<file path="config.mk">
export PLATFORM = sky130hd
export DESIGN_NAME = wiring_input_debounce
export DESIGN_NICKNAME = d
export VERILOG_FILES = /design/src/rtl/wiring_input_debounce.sv
export SDC_FILE = /design/constraint.sdc
export NUM_CORES = 1
export LEC_CHECK = 0
export ABC_CLOCK_PERIOD_IN_PS = 1350
export CORE_UTILIZATION = 35
export DETAILED_ROUTE_END_ITERATION = 16
export PLACE_DENSITY_LB_ADDON = 0.12
export SYNTH_ARGS = -nofsm -noshare
export SYNTH_HDL_FRONTEND = slang
export SYNTH_SLANG_ARGS = --single-unit
</file>
<file path="constraint.sdc">
create_clock -name clk -period 1.35 [get_ports clk]
set_input_delay 0.2025 -clock clk [delete_from_list [all_inputs] [get_ports clk]]
set_output_delay 0.2025 -clock clk [all_outputs]
set_load 0.1 [all_outputs]
</file>
<file path="src/rtl/wiring_input_debounce.sv">
// Four-channel input conditioner: two-flop synchronizer plus stability filter per channel.
// Define DEBOUNCE_GLITCH_CNT_EN to add the saturating glitch_count output.
module wiring_input_debounce #(
  parameter int unsigned STABLE_CYCLES = 4
) (
  input  logic       clk,
  input  logic       rst_n,
  input  logic       raw_a,
  input  logic       raw_b,
  input  logic       raw_c,
  input  logic       raw_d,
  output logic       a,
  output logic       b,
  output logic       c,
  output logic       d,
  output logic       changed,
  output logic       settled
`ifdef DEBOUNCE_GLITCH_CNT_EN
  ,
  output logic [7:0] glitch_count
`endif
);

  localparam int unsigned NCH      = 4;
  localparam logic [7:0]  LAST_CNT = 8'(STABLE_CYCLES - 1);

  logic [NCH-1:0] raw_vec;
  logic [NCH-1:0] lvl_vec;
  logic [NCH-1:0] accept_vec;
  logic [NCH-1:0] idle_vec;
`ifdef DEBOUNCE_GLITCH_CNT_EN
  logic [NCH-1:0] glitch_vec;
`endif

  assign raw_vec = {raw_d, raw_c, raw_b, raw_a};

  generate
    for (genvar gi = 0; gi < NCH; gi++) begin : g_ch
      logic       s1_q;
      logic       s2_q;
      logic       lvl_q;
      logic       lvl_d;
      logic [7:0] cnt_q;
      logic [7:0] cnt_d;
      logic       mismatch;

      assign mismatch        = s2_q ^ lvl_q;
      assign accept_vec[gi]  = mismatch && (cnt_q == LAST_CNT);
      assign idle_vec[gi]    = !mismatch && (cnt_q == 8'd0);
      assign lvl_vec[gi]     = lvl_q;
`ifdef DEBOUNCE_GLITCH_CNT_EN
      // Input returned to the current level while a change was still being counted.
      assign glitch_vec[gi]  = !mismatch && (cnt_q != 8'd0);
`endif

      always_comb begin
        cnt_d = cnt_q;
        lvl_d = lvl_q;
        if (!mismatch) begin
          cnt_d = 8'd0;
        end else if (accept_vec[gi]) begin
          lvl_d = s2_q;
          cnt_d = 8'd0;
        end else begin
          cnt_d = cnt_q + 8'd1;
        end
      end

      always_ff @(posedge clk or negedge rst_n) begin
        if (!rst_n) begin
          s1_q  <= 1'b0;
          s2_q  <= 1'b0;
          lvl_q <= 1'b0;
          cnt_q <= 8'd0;
        end else begin
          s1_q  <= raw_vec[gi];
          s2_q  <= s1_q;
          lvl_q <= lvl_d;
          cnt_q <= cnt_d;
        end
      end
    end
  endgenerate

  logic changed_q;
  logic changed_d;

  // Simultaneous acceptances on several channels collapse into one pulse.
  assign changed_d = |accept_vec;

  always_ff @(posedge clk or negedge rst_n) begin
    if (!rst_n) begin
      changed_q <= 1'b0;
    end else begin
      changed_q <= changed_d;
    end
  end

  assign changed = changed_q;
  assign settled = &idle_vec;
  assign a       = lvl_vec[0];
  assign b       = lvl_vec[1];
  assign c       = lvl_vec[2];
  assign d       = lvl_vec[3];

`ifdef DEBOUNCE_GLITCH_CNT_EN
  logic [7:0] gcnt_q;
  logic [7:0] gcnt_d;
  logic [2:0] glitch_sum;
  logic [8:0] gcnt_sum;

  always_comb begin
    glitch_sum = 3'd0;
    for (int i = 0; i < NCH; i++) begin
      glitch_sum = glitch_sum + {2'b00, glitch_vec[i]};
    end
    gcnt_sum = {1'b0, gcnt_q} + {6'd0, glitch_sum};
    gcnt_d   = gcnt_sum[8] ? 8'hFF : gcnt_sum[7:0];
  end

  always_ff @(posedge clk or negedge rst_n) begin
    if (!rst_n) begin
      gcnt_q <= 8'd0;
    end else begin
      gcnt_q <= gcnt_d;
    end
  end

  assign glitch_count = gcnt_q;
`endif

endmodule

</file>
==> Yosys cells after proc, flatten, opt, wreduce, memory -nomap -nowiden <==
Index checks and enable logic that the tools add are counted.
Widths: inputs -> output; s select.
{ "classes": {"add_sub_neg": 4, "reduce_logical": 22, "mux": 8, "n_bitwise": 4, "n_eq_ne": 4} }
{ "op_table": {"columns": ["op", "n"], "rows": [
  ["$mux 8", 8],
  ["$add 8x1->8 const B", 4],
  ["$eq 8x2->1 const B", 4],
  ["$logic_not 8->1", 4],
  ["$logic_and 1x1->1", 8],
  ["$reduce_and 2->1", 4],
  ["$logic_not 1->1", 4],
  ["$reduce_and 4->1", 1],
  ["$reduce_or 4->1", 1],
  ["$xor 1x1->1", 4]
]} }
{ "totals": {"register_bits": 45, "output_inout_bits": 6, "inputBits": 6} }

==> Longest topological paths before layout <==
{ "logic_depth": {"depth_word": 4, "mapped_depth": 5, "ltp_nobuf": 5} }

==> Worst setup path before layout <==
OpenSTA, ideal clock, no wires.
{ "synth_timing": {"kind": "flip-flop to output port", "start": "register g_ch[3].lvl_q (netlist: d)", "end": "output settled", "arrival_time_ps": 4135, "required_time_ps": 1148, "stages_incl_launch_ff": 4, "slack_ps": -2988, "path_cell_list": "dfrtp_1 -> xnor2_1 -> nand4_1 -> nor4_1"} }
{ "synth_between": {"elab_chain_cells": 4} }
{ "synth_lines": {"columns": ["item", "line_no", "text"], "rows": [
  ["start, declared", "41", "logic lvl_q;"],
  ["start signal, assigned", "78", "lvl_q <= lvl_d;"],
  ["$xor 1x1->1", "47", "assign mismatch = s2_q ^ lvl_q;"],
  ["$logic_not 1->1", null, null],
  ["$logic_and 1x1->1", "49", "assign idle_vec[gi] = !mismatch && (cnt_q == 8'd0);"],
  ["$reduce_and 4->1", "100", "assign settled = &idle_vec;"],
  ["end, declared", "17", "output logic settled"]
]} }
No other way between the ends.

==> Final worst setup path <==
{ "layout_timing": {"start": "register g_ch[0].cnt_q[4]", "end": "output settled"} }
{ "layout_between": {"elab_chain_cells": 3} }
{ "layout_lines": {"columns": ["item", "line_no", "text"], "rows": [
  ["start, declared", "43", "logic [7:0] cnt_q;"],
  ["start signal, assigned", "79", "cnt_q <= cnt_d;"],
  ["$logic_not 8->1", "49", null],
  ["$logic_and 1x1->1", "49", null],
  ["$reduce_and 4->1", "100", null]
]} }
No other way between the ends.

==> metrics <==
DR WL met2=2.43 mm; status=finished, violations left; Tcrit/Tclk final=148%; io pins=12; slew at the pin closest to its max-slew limit=281 ps; Final #Nets=283; share of the synthesized area in the top cell type=53.5%; HP Class=input pin to flop; Mapped Area=0.00210 mm2; Seq/Total Area, Yosys=53.5%; pwr dens=1700 mW/mm2; fmax=0.501 GHz; kind of critical path=flop to output port; P&R area growth vs syn=49.5%; DP Area=0.00279 mm2; commonest non-fill, non-tap cells in the layout=46 x buf_4, 41 x dfrtp_1, 21 x nor2_1, 13 x inv_1, 10 x o21ai_0; clock net sink count=45; CTS clk-pin slew, worst paths=80 ps; Die Wd=79.5 um; final hold slack=341 ps; synthesized instance count=192; TritonCTS Buffers=5; min cycle time layout=2000 ps; initial antenna violation count=0; flops & latches, synth=45; Vias/cell=4.93; maxcap violations=0; Arrival @ worst endpoint=1790 ps; Root Buffer Master=clkbuf_8; Area contributors post-synth=dfrtp_1 54%, ha_1 7.1%, nor2_1 4.3%, nor4_4 4.0%, xnor2_1 3.7%; Die Ht=79.5 um; WL final=4.57 mm; critical path peak fanout=2; Initial Utilization=37.3%; routability cong.=0.791; I/O Buffers=11; grt ovf=0; Final setup viols=6; Setup Skew=7.63 ps; Top Metal Used=met4; drt first-iter violations=48; unrepaired setup endpoints after global routing=yes; Leakage=1.38 nW; worst vdd ir=1.44 mV; # DRC=0; CTS HTree Levels=2; most common cell after layout, fill and taps aside=buf_4; core area=0.00564 mm2; Bufs on Longest Clock Path=2; R2R depth=4; Total GRT Usage=15.1%; TritonRoute pass-1 iters=3; max-slew violation count=0; Syn Nets=210; WL met1=2.00 mm; synth warn=0; setup ws final=-646 ps; Clock Latency Late Sink=300 ps; TritonCTS clock tree=done; Detail Route Antenna Nets=0; dpl hpwl=3.30 mm; CP required=1150 ps; CP Capture Type=output port; Hold Crit Depth=1; startpoint types=flop; std cell rows=27; total die area=0.00633 mm2; number of diodes=0; Fin. Hold Viols=0; worst rel slew slack=81.1%; failing checks=setup timing; Synth Area per Inst=11.0 um2; met3 routed WL=89 um; post-route design area=0.00315 mm2; post-synth top area cell=dfrtp_1; largest net degree at the start of global routing=46; Synth cell types=19; DR WL/cell=13.5 um; first-pass GRT wire length=7.36 mm; Vias=1,668; DP Worst Slack=-342 ps; vias in the first global route=1,578; share of cells above drive strength 1=44.0%
## state kept, by name (all words and copies together), names as in the netlist
register    cells
c               1
b               1
g_ch.s1_q       4
g_ch.s2_q       4
d               1
g_ch.cnt_q     32
a               1
changed         1
## where the power goes
part | switching [W] | leakage, nW | internal [W]
Clock | 0.000438 | 0.0450 | 0.000359
Sequential | 0.000192 | 0.589 | 0.00160
Combinational | 0.00149 | 0.744 | 0.00127
Total | 0.00212 | 1.38 | 0.00323
## final cells by class
cell class	count	area (um2)
fillers	477	2500
multi-input cells	134	1160
flip-flops and latches	45	1140
repair buffers	66	619
well taps	72	90.1
clock buffers	6	72.6
inverters	13	48.8
clock inverters	2	10.0
## metrics by stage
stage	instances	setup TNS (ps)	total power [W]	utilization [%]
3_3_place_gp	323	-527	0.00415	49.5
6_report	338	-1020	0.00535	55.8
3_5_place_dp	323	-672	0.00420	49.5
4_1_cts	333	-1100	0.00505	51.3
2_1_floorplan	192	-1060	0.00317	-
5_1_grt	338	-1630	0.00568	55.8
## layer usage
layer,vias to the layer above,GRT usage (%)
met5,-,0
met4,0,4.36
met3,6,2.74
met2,12,26.1
met1,832,19.1
li1,818,-
## worst paths after layout
| path | to | from | slack, ps |
|---|---|---|---|
| worst min-delay path | g_ch[3].s1_q$_DFF_PN0_ | raw_d | 340 |
| max in group asynchronous | c$_DFFE_PN0P_ | rst_n | 690 |
| worst max-delay path | settled | g_ch[0].cnt_q[4]$_DFF_PN0_ | -650 |
| worst min register to register | g_ch[2].s2_q$_DFF_PN0_ | g_ch[2].s1_q$_DFF_PN0_ | 360 |
| worst max register to register | c$_DFFE_PN0P_ | g_ch[2].cnt_q[4]$_DFF_PN0_ | -140 |
| min in group asynchronous | g_ch[1].cnt_q[6]$_DFF_PN0_ | rst_n | 430 |
## cell families after synthesis
| group | count (synthesis) | synth area share, % |
|---|---|---|
| buffers and inverters | 13 | 2.32 |
| and+or+nand+nor | 74 | 20.9 |
| AOI/OAI and AO/OA | 28 | 7.37 |
| DFF | 45 | 53.5 |
| xor gates and xnor gates | 16 | 6.66 |
| adders and majority gates | 12 | 7.13 |
| muxes | 4 | 2.14 |
## Yosys cell counts
| master | number |
|---|---|
| dfrtp_1 | 45 |
| nor2_1 | 24 |
| inv_1 | 13 |
| nand3_1 | 13 |
| a21oi_1 | 12 |
| ha_1 | 12 |
| o21ai_0 | 12 |
| or3_1 | 12 |
| xnor2_1 | 9 |
| nand2_1 | 8 |
| nand4_1 | 7 |
| xor2_1 | 7 |
| a31o_2 | 4 |
| nand4b_1 | 4 |
| nor4_4 | 4 |
| mux2_2 | 3 |
| and4_1 | 1 |
| mux2_1 | 1 |
| nor4_1 | 1 |
## critical path, stage by stage, from the launching register on
cell and delay (ps):
dfrtp_1 410, nor4_4 320, nand4_1 190, nor4_4 370
buf_12 220
## timing repair
| item | CTS | global route |
|---|---|---|
| setup buffers | 3 | 7 |
| hold buffers | 1 | 0 |
| endpoints found under the setup margin | 6 | 31 |
| gates resized for setup | 1 | 45 |
| pin swaps | 4 | 17 |
| hold endpoints to repair | 45 | 0 |
Note: power is estimated with default switching activity, not from simulation.
